### src/rtl/cpu_control_unit.sv
// cpu_control_unit: multi-cycle sequencer for the 12-bit accumulator CPU.
// Ports: clk/rst (async active-low), opcode, N/Z/C/V flags, mem_ready,
//   resume; datapath strobes mar_load/mar_sel, mem_rd/mem_wr, ir_load,
//   mdr_load, pc_inc, pc_load, ACLOAD, ac_we, alu_op; halted, bus_err.
module cpu_control_unit #(
  parameter int MEM_TIMEOUT = 15
) (
  input  logic       clk,
  input  logic       rst,
  input  logic [3:0] opcode,
  input  logic       N,
  input  logic       Z,
  input  logic       C,
  input  logic       V,
  input  logic       mem_ready,
  input  logic       resume,
  output logic       mar_load,
  output logic       mar_sel,
  output logic       mem_rd,
  output logic       mem_wr,
  output logic       ir_load,
  output logic       mdr_load,
  output logic       pc_inc,
  output logic       pc_load,
  output logic       ACLOAD,
  output logic       ac_we,
  output logic [3:0] alu_op,
  output logic       halted,
  output logic       bus_err
);

  localparam logic [3:0] OP_NOP  = 4'h0;
  localparam logic [3:0] OP_STA  = 4'h2;
  localparam logic [3:0] OP_JMP  = 4'h3;
  localparam logic [3:0] OP_CMP  = 4'h4;
  localparam logic [3:0] OP_JZ   = 4'h5;
  localparam logic [3:0] OP_JN   = 4'h6;
  localparam logic [3:0] OP_JC   = 4'h7;
  localparam logic [3:0] OP_JV   = 4'h8;
  localparam logic [3:0] OP_NOTA = 4'hE;
  localparam logic [3:0] OP_HLT  = 4'hF;

  localparam logic [7:0] TMO = 8'(MEM_TIMEOUT);

  typedef enum logic [3:0] {
    S_RST,
    S_FETCH_ADDR,
    S_FETCH_MEM,
    S_DECODE,
    S_OP_ADDR,
    S_OP_MEM,
    S_EXEC,
    S_STORE,
    S_HALT
  } state_t;

  state_t     state;
  logic [7:0] wait_cnt;
  logic       is_jump;
  logic       take;
  logic       timeout;

  always_comb begin
    is_jump = 1'b1;
    take    = 1'b0;
    unique case (opcode)
      OP_JMP:  take = 1'b1;
      OP_JZ:   take = Z;
      OP_JN:   take = N;
      OP_JC:   take = C;
      OP_JV:   take = V;
      default: is_jump = 1'b0;
    endcase
  end

  // mem_ready in the limit cycle wins over the timeout
  assign timeout = !mem_ready && (wait_cnt == TMO);

  always_ff @(posedge clk or negedge rst) begin
    if (!rst) begin
      state    <= S_RST;
      wait_cnt <= 8'd0;
      bus_err  <= 1'b0;
    end else begin
      unique case (state)
        S_RST: state <= S_FETCH_ADDR;
        S_FETCH_ADDR: begin
          state    <= S_FETCH_MEM;
          wait_cnt <= 8'd0;
        end
        S_FETCH_MEM: begin
          if (mem_ready) begin
            state <= S_DECODE;
          end else if (timeout) begin
            bus_err <= 1'b1;
            state   <= S_HALT;
          end else begin
            wait_cnt <= wait_cnt + 8'd1;
          end
        end
        S_DECODE: begin
          if (is_jump || opcode == OP_NOP)
            state <= S_FETCH_ADDR;
          else if (opcode == OP_HLT)
            state <= S_HALT;
          else if (opcode == OP_NOTA)
            state <= S_EXEC;
          else
            state <= S_OP_ADDR;
        end
        S_OP_ADDR: begin
          state    <= (opcode == OP_STA) ? S_STORE : S_OP_MEM;
          wait_cnt <= 8'd0;
        end
        S_OP_MEM: begin
          if (mem_ready) begin
            state <= S_EXEC;
          end else if (timeout) begin
            bus_err <= 1'b1;
            state   <= S_HALT;
          end else begin
            wait_cnt <= wait_cnt + 8'd1;
          end
        end
        S_STORE: begin
          if (mem_ready) begin
            state <= S_FETCH_ADDR;
          end else if (timeout) begin
            bus_err <= 1'b1;
            state   <= S_HALT;
          end else begin
            wait_cnt <= wait_cnt + 8'd1;
          end
        end
        S_EXEC: state <= S_FETCH_ADDR;
        S_HALT: begin
          if (resume) begin
            bus_err <= 1'b0;
            state   <= S_FETCH_ADDR;
          end
        end
        default: state <= S_RST;
      endcase
    end
  end

  always_comb begin
    mar_load = 1'b0;
    mar_sel  = 1'b0;
    mem_rd   = 1'b0;
    mem_wr   = 1'b0;
    ir_load  = 1'b0;
    mdr_load = 1'b0;
    pc_inc   = 1'b0;
    pc_load  = 1'b0;
    ACLOAD   = 1'b0;
    ac_we    = 1'b0;
    alu_op   = 4'h0;
    halted   = 1'b0;
    unique case (state)
      S_FETCH_ADDR: mar_load = 1'b1;
      S_FETCH_MEM: begin
        mem_rd  = 1'b1;
        ir_load = mem_ready;
        pc_inc  = mem_ready;
      end
      S_DECODE: pc_load = take;
      S_OP_ADDR: begin
        mar_sel  = 1'b1;
        mar_load = 1'b1;
      end
      S_OP_MEM: begin
        mem_rd   = 1'b1;
        mdr_load = mem_ready;
      end
      S_EXEC: begin
        ACLOAD = 1'b1;
        ac_we  = (opcode != OP_CMP);
        alu_op = opcode;
      end
      S_STORE: mem_wr = 1'b1;
      S_HALT:  halted = 1'b1;
      default: ;
    endcase
  end

endmodule

### config.mk
export PLATFORM = sky130hd
export DESIGN_NAME = cpu_control_unit
export DESIGN_NICKNAME = d
export VERILOG_FILES = /design/src/rtl/cpu_control_unit.sv
export SDC_FILE = /design/constraint.sdc
export NUM_CORES = 1
export LEC_CHECK = 0
export ABC_AREA = 1
export BUFFER_PORTS_ARGS = -buffer_cell sky130_fd_sc_hd__buf_2
export CAP_MARGIN = 20
export CORE_MARGIN = 1.5
export CORE_UTILIZATION = 40
export DETAILED_ROUTE_END_ITERATION = 7
export PLACE_DENSITY = 0.73
export SLEW_MARGIN = 20
export SYNTH_ARGS = -nofsm -noshare
export SYNTH_HDL_FRONTEND = slang
export SYNTH_SLANG_ARGS = --single-unit
### constraint.sdc
create_clock -name clk -period 2.7 [get_ports clk]
set_input_delay 0.27 -clock clk [delete_from_list [all_inputs] [get_ports clk]]
set_output_delay 0.27 -clock clk [all_outputs]
set_load 0.02 [all_outputs]
### Word level (Yosys, flattened, before mapping)

Index checks and enable logic that the tools add are counted.

* register bits after elaboration: 13
* bits in latches: 0
* memory bits (writable): 0
* bits in read-only memories: 0
* output and inout bits: 16
* word-level logic and storage cells: 70
* memories: 0

* add/subtract/negate cells: 1
* $mul: 0
* divide/modulo/power cells: 0
* $lt $le $gt $ge: 0
* eq/ne operators: 22
* shifts and indexed selects: 0
* multiplexer cells: 30
* bitwise operators: 0
* reduce and logical (&&, ||, !) cells: 14

Operators with widths (number)
* 4-bit two-way mux: 8
* 4-bit case mux with 8 select lines: 1
* 4-bit by 3-bit equality test with 1-bit output (second input constant): 7
* 4-bit by 2-bit equality test with 1-bit output (second input constant): 4
* 4-bit equality test (second input constant): 4
* 8-bit two-way mux: 2
* 8-bit case mux with 2 select lines: 1
* 1-bit two-way mux: 14
* 8-bit by 1-bit adder with 8-bit output (second input constant): 1
* 8-bit by 4-bit equality test with 1-bit output (second input constant): 1
* 4-bit zero test: 2
* 2-bit inequality test (second input constant): 3
* 2-bit OR reduction: 3
* 1-bit case mux with 5 select lines: 1
* 5-bit OR reduction: 1
* 4-bit by 1-bit equality test with 1-bit output (second input constant): 1
* 2-bit two-way mux: 2
* 4-bit by 3-bit inequality test with 1-bit output (second input constant): 1
* 4-bit AND reduction: 1
* 2-bit nonzero test: 2
* 3-bit AND reduction: 1
* 3-bit OR reduction: 1
* 2-bit by 1-bit inequality test with 1-bit output (second input constant): 1
* 1-bit case mux with 2 select lines: 1
* 3 further kinds: 3

### Logic depth before layout (Yosys ltp)

Gate-level depths: netlist of the first run.

* word-level depth: 6
* mapped depth: 8
* mapped depth without buffers: 8

### Least setup slack after synthesis of the first run

Ideal clock, no wire load.

* path kind: register to output
* from: register state[0]
* to: output port mar_load
* arrival: 1.222 ns
* setup slack: 1.208 ns
* stages on the path, launching flop included: 6
* cells stage by stage: dfrtp_1 > inv_2 > nand2_1 > nor2_2 > nor2_4 > inv_1

* longest elaborated chain between the ends: 3
* elaborated cells between the ends (all ways): 4
* classes of those cells: eq/ne (2); mux (1); reduce/logical (1)

RTL lines
* start: declaration: line 57 `state_t state;`
* start signal: assignment: line 112 `state <= (opcode == OP_STA) ? S_STORE : S_OP_MEM;`
* 4-bit by 3-bit equality test with 1-bit output or 4-bit by 1-bit equality test with 1-bit output (tied branches): line 160 `unique case (state)`
* 2-bit OR reduction (no source line) (*)
* 1-bit two-way mux (*): line 160
* end: declaration: line 17 `output logic mar_load,`

Mark *: on every way between the ends. The rest lies on a longest branch, timed or not.

### Worst setup path in the final report of the first run

* from: register state[3]
* to: output port mar_load

Same word-level chain as after synthesis.

==> results of run 1 <==
kinds of logic after synthesis:
| family | synth area share, % |
|---|---|
| adder cells (fa/ha/maj) | 1.113 |
| AO/OA/AOI/OAI | 8.019 |
| buffers and inverters | 12.03 |
| XOR/XNOR | 0.7797 |
| AND/OR/NAND/NOR | 49.11 |
| flip-flops | 28.95 |
through the flow:
step                utilization, %  area, um^2
floorplan                        -        1124
global placement             47.18        1279
detailed placement           47.18        1279
CTS                          48.52        1315
global route                 48.52        1315
finish                       48.52        1315
cell type report:
type / instances / area, um^2 / area share, %
Multi-Input combinational cell: 130 / 663.1 / 50.43
Sequential cell: 13 / 325.3 / 24.74
Timing Repair Buffer: 28 / 145.1 / 11.04
Inverter: 31 / 116.4 / 8.849
Tap cell: 31 / 38.79 / 2.950
Clock buffer: 4 / 26.28 / 1.998
final timing paths:
path	cells after the start	slack, ps	to
min in group asynchronous	2	400	wait_cnt[3]
max reg2reg	8	1210	wait_cnt[7]
max in group asynchronous	2	2070	wait_cnt[0]
min	2	200	bus_err
max	6	910	mar_load
min reg2reg	1	510	wait_cnt[0]
synth_stat cells:
cell / n
a21oi_1: 4
a22oi_1: 1
a31oi_1: 1
buf_4: 1
buf_6: 1
dfrtp_1: 13
ha_1: 1
inv_1: 27
inv_2: 4
nand2_1: 53
nand2_2: 2
nand2_4: 2
nand3_1: 14
nand3_2: 1
nand3_4: 1
nand3b_1: 1
nand4_1: 4
nor2_1: 28
nor2_2: 1
nor2_4: 5
nor3_1: 2
nor3_2: 1
o211ai_1: 1
o21ai_0: 3
o21ai_2: 2
o21ai_4: 1
xnor2_1: 1
worst max-delay path: stages (launching register included):
cell,delay (ps)
dfrtp_1,470
nor2_4,160
inv_1,60
nor3_2,210
nor2_4,120
inv_1,70
buf_2,150
where the power goes:
part	switching (mW)	internal [mW]	total (mW)
logic	0.392	0.184	0.576
registers	0.0495	0.236	0.286
clock network	0.0644	0.0573	0.122
total	0.506	0.477	0.983
routing by layer:
layer  global-route usage, %  vias up
met1                   21.08      497
met3                   5.116        2
li1                        -      606
met4                   4.422        0
met5                       0        -
met2                   27.73       12
flip-flops by register name (all words and copies together), names as in the netlist:
signal    cells
wait_cnt      8
state         4
bus_err       1
==> key figures, run 1 <==
Run status
  • Status: finished, final reports clean

Yosys
  • Net count after synthesis: 189
  • Gate Count Post-Synth: 176
  • Synth top area share: 28.95%
  • Syn_area_per_cell: 6.384 um^2
  • Synth area leaders: dfrtp_1 (29%), nand2_1 (18%), nor2_1 (9.4%)
  • Post-synthesis sequential area ratio: 28.95%
  • Distinct cell type count after synthesis: 27
  • Synthesized cell area: 1124 um^2
  • Dominant cell type by area after synthesis: dfrtp_1
  • YS warnings: 0
  • Register bit total from synthesis: 13

Placement
  • Place WS: 1204 ps
  • Post-DP HPWL: 1936 um
  • # port buffers: 27
  • Placed Cells: 232
  • Gpl congestion: 0.8167

Finish
  • Number of fill cells: 313
  • Commonest non-fill, non-tap cell in the layout: nand2_1
  • Layout cells sized above 1: 24.27%
  • Area growth syn-to-layout: 17.04%
  • Nets@finish: 220
  • Fin cells: 237
  • Most frequent cells in the layout: nand2_1 (53), nor2_1 (28), inv_1 (27), buf_2 (27), nand3_1 (14)
  • # diodes: 0

Power and ir drop
  • Pwr per Cell Area: 747.7 nW/um^2
  • Total power: 983.3 uW
  • Max rail drop VDD: 0.4639 mV
  • Leakage: 0.7710 nW

Hold path
  • Hold_sp: resume
  • Min-Delay Path Class: in -> reg

Detailed routing
  • DRT met1 WL: 1085 um
  • DRC Markers: 0
  • Final WL: 2355 um
  • Uppermost layer routed: met4
  • Vias per cell: 4.713
  • Vias: 1117
  • Routed WL per cell: 9.937 um
  • Pre-antenna DRT Iters: 4
  • Metal3 WL: 64 um
  • Wire length on met2: 1191 um
  • Final ANT Viol Nets: 0
  • Drt initial violations: 28

Run
  • Total of max-cap violations: 0

Clock network
  • Clock root buffer master: clkbuf_4
  • Worst-Skew Late Latency: 280 ps
  • CTS Buf Count: 3
  • Setup Buffers After CTS: 0
  • Post-CTS sizing: 0
  • CTS max path bufs: 2
  • CTS tree: done
  • CTS hold repair buffers: 1
  • Sink Count: 13
  • H-tree depth: 1
  • Clock Pin Slew Worst Setup and Hold Paths: 80 ps

Die
  • Initial Utilization: 41.46%
  • Core area: 2710 um^2
  • Io pins: 28
  • Total Die Area: 3136 um^2
  • Die Y: 56 um
  • Die W: 56 um
  • Row count: 19

Worst setup path
  • CP endpoint kind: output pin
  • FF-to-FF Start: wait_cnt[0]
  • CP Launch Point: state[3]
  • Setup crit start kind: flip-flop
  • CP Max Fanout: 10
  • Worst Path Arrival: 1520 ps
  • CP required: 2430 ps
  • Crit path kind: reg -> out

STA
  • Worst slew margin: 76.84%
  • Max-slew violation count: 0
  • Unrepaired setup endpoints after global routing: false
  • Min Hold Slack: 202.6 ps
  • Final Hold Viols: 0
  • Final Cycle Share: 66.26%
  • Final Worst Setup Slack: 910.9 ps
  • Final min period: 1789 ps
  • Setup TNS: 0 ps
  • Final Skew: 2.466 ps
  • # setup viols final: 0
  • Fmax achieved: 558.9 MHz
  • Worst slew pin tran: 346.1 ps

GRT
  • Total GRT Usage: 16.72%
  • GRT overflow: 0
  • Largest net degree at the start of global routing: 14
  • First-pass GRT wire length: 4160 um
  • Vias in the first global route: 994
  • Initial antenna violation count: 0
No activity file was read; power rests on OpenSTA's default activity.
==> inputs of run 2 (changes only) <==
--- a/config.mk
+++ b/config.mk
@@ -11,7 +11,7 @@
 export CORE_MARGIN = 1.5
 export CORE_UTILIZATION = 40
 export DETAILED_ROUTE_END_ITERATION = 7
-export PLACE_DENSITY = 0.73
+export PLACE_DENSITY = 0.75
 export SLEW_MARGIN = 20
 export SYNTH_ARGS = -nofsm -noshare
 export SYNTH_HDL_FRONTEND = slang
==> constraint.sdc (replaced) <==
create_clock -name clk -period 1.6 [get_ports clk]
set_input_delay 0.16 -clock clk [delete_from_list [all_inputs] [get_ports clk]]
set_output_delay 0.16 -clock clk [all_outputs]
set_load 0.02 [all_outputs]
==> run 2 against run 1 <==
  * First-iteration DRC count up 32%
  * Non-clock buffer count grew 7
  * Largest cell class unchanged
  * Final cell count grew 3.0%
  * Combinational power grew 110%
  * Sequential share of layout area decreased by 1.3 points
  * Critical path depth is 1 lower
  * Routed wire length rose by 7.7%
==> key figures, run 2 (same netlist as run 1, synthesis figures left out) <==
Hold path
  • Hold Crit Depth: 2 (unchanged)
  • Hold_sp: resume
  • Min-Delay Endpoint: bus_err
  • Min-Delay Path Class: in -> reg

GRT
  • GRT overflow: 0 (unchanged)
  • Initial antenna violation count: 0 (unchanged)
  • Largest net degree at the start of global routing: 14 (unchanged)
  • First-pass GRT wire length: 4340 um (+4.3%)
  • Vias in the first global route: 1021 (+2.7%)
  • Total GRT Usage: 17.14% (+0.41 points)

Detailed routing
  • Final WL: 2536 um (+7.7%)
  • Vias: 1169 (+4.7%)
  • DRC Markers: 0 (unchanged)
  • Routed WL per cell: 10.39 um (+4.6%)
  • Pre-antenna DRT Iters: 4 (unchanged)
  • Final ANT Viol Nets: 0 (unchanged)
  • Vias per cell: 4.791 (+1.7%)
  • Drt initial violations: 37 (+32%)

STA
  • Max-slew violation count: 0 (unchanged)
  • Final Worst Setup Slack: 59.07 ps (-851.8 ps)
  • Worst slew margin: 76.79% (about the same)
  • Min Hold Slack: 92.66 ps (-110.0 ps)
  • Worst slew pin tran: 346.9 ps (+0.8143 ps)
  • Unrepaired setup endpoints after global routing: true
  • Final min period: 1541 ps
  • Final Cycle Share: 96.31%
  • Final Hold Viols: 0 (unchanged)
  • Fmax achieved: 649.0 MHz
  • # setup viols final: 0 (unchanged)
  • Final Skew: 10.26 ps (+7.793 ps)

Worst setup path
  • FF-to-FF Start: wait_cnt[0]
  • Slowest CP cell: dfrtp_2
  • CP required: 1440 ps (-990 ps)
  • CP endpoint kind: output pin
  • Worst Path Arrival: 1380 ps (-140 ps)
  • Worst path top cell family by delay: flip-flops
  • Crit path kind: reg -> out
  • Setup crit start kind: flip-flop
  • CP Max Fanout: 4 (-6)
  • Critical path depth: 5 (-1)
  • R2R setup slack: 150 ps (-1060 ps)
  • Worst path max stage delay: 460 ps (about the same)
  • CP cell instances: nor2_4, buf_6, nand2_2, a31oi_1, buf_2
  • RR Endpoint: wait_cnt[5]
  • Worst Path Buf+Inv: 2 (-1)
  • Worst r2r path cells: 8 (unchanged)

Clock network
  • H-tree depth: 1 (unchanged)
  • CTS tree: done
  • Clock Pin Slew Worst Setup and Hold Paths: 70 ps (about the same)
  • Clock root buffer master: clkbuf_4
  • CTS Buf Count: 3 (unchanged)
  • Worst-Skew Late Latency: 280 ps (about the same)
  • CTS max path bufs: 2 (unchanged)
  • Sink Count: 13 (unchanged)

Finish
  • # diodes: 0 (unchanged)
  • Largest registers: wait_cnt (8), state (4), bus_err (1)
  • Most frequent cells in the layout: nand2_1 (50), nor2_1 (28), inv_1 (25), buf_2 (25), nand3_1 (14)
  • Reg with most FFs: wait_cnt
  • Area growth syn-to-layout: 25.61%
  • Nets@finish: 227 (+3.2%)
  • Max reg flops: 8 (unchanged)
  • Commonest non-fill, non-tap cell in the layout: nand2_1
  • Layout cells sized above 1: 31.46% (+7.2 points)
  • Number of fill cells: 279 (-11%)
  • Fin area: 1411 um^2 (+7.3%)

Placement
  • # port buffers: 27 (unchanged)
  • Placed cell area: 1279 um^2 (unchanged)
  • Gpl congestion: 0.8590 (+5.2%)
  • Place WS: 81.58 ps (-1123 ps)
  • Post-DP HPWL: 1898 um (-1.9%)

Die
  • Die W: 56 um (unchanged)
  • Row count: 19 (unchanged)
  • Total Die Area: 3136 um^2 (unchanged)
  • Die Y: 56 um (unchanged)
  • Io pins: 28 (unchanged)
  • Initial Utilization: 41.46% (unchanged)
  • Core area: 2710 um^2 (unchanged)

Power and ir drop
  • Leakage: 0.8003 nW (+3.8%)
  • Max rail drop VDD: 0.9788 mV (+110%)
  • Pwr per Cell Area: 1341 nW/um^2 (+79%)

Run status
  • Status: finished, final reports clean

Run
  • Total of max-cap violations: 0 (unchanged)
==> run 2: cell types whose count changed in the layout (fill, tap and decap cells not counted), moves of 2 or more <==
| cell | previous run | this run |
|---|---|---|
| buf_2 | 27 | 25 |
| buf_4 | 0 | 7 |
| buf_6 | 0 | 2 |
| dfrtp_1 | 13 | 9 |
| dfrtp_2 | 0 | 4 |
| inv_1 | 27 | 25 |
| nand2_1 | 53 | 50 |
| nand2_2 | 2 | 5 |
==> run 2: worst max-delay path by stage <==
stage	startpoint	endpoint
finish	state[3]	pc_load
global placement	wait_cnt[0]	wait_cnt[3]
CTS	state[3]	mar_load
floorplan	state[0]	mar_load
global route	state[2]	ac_we
detailed placement	wait_cnt[0]	wait_cnt[5]
==> run 2: cell type report <==
class                      count  area [um^2]  area share, %
clock buffer                   4        26.28          1.862
inverter                      31        121.4          8.599
tap                           31        38.79          2.748
sequential                    13        330.3          23.40
multi-input combinational    130        684.4          48.49
timing repair buffer          35        210.2          14.89
==> run 2: routing by layer <==
metal	global-route usage [%]	vias up	routed length [um]
met5	0	-	0
met4	3.401	0	17
met2	28.40	17	1263
li1	-	620	-
met3	5.349	4	87
met1	22.04	528	1168
==> run 2: where the power goes <==
part	total (mW)	switching, mW	internal [mW]
sequential	0.502	0.0962	0.406
combinational	1.19	0.750	0.440
clock	0.202	0.105	0.0967
==> run 2: repair_timing <==
action,CTS,global route
gates resized for setup,5,13
hold buffers,1,0
pin swaps,1,4
endpoints found under the setup margin,6,8
buffers inserted,1,6
endpoints found under the hold margin,13,0
==> run 2: per-stage QoR <==
step           cells  util (%)  power (mW)  TNS [ps]
5_1_grt          244     52.08       2.046    -29.71
3_5_place_dp     232     47.18       1.479         0
3_3_place_gp     232     47.18       1.471         0
4_1_cts          238     49.40       1.758         0
2_1_floorplan    176         -       1.260         0
6_report         244     52.08       1.893         0
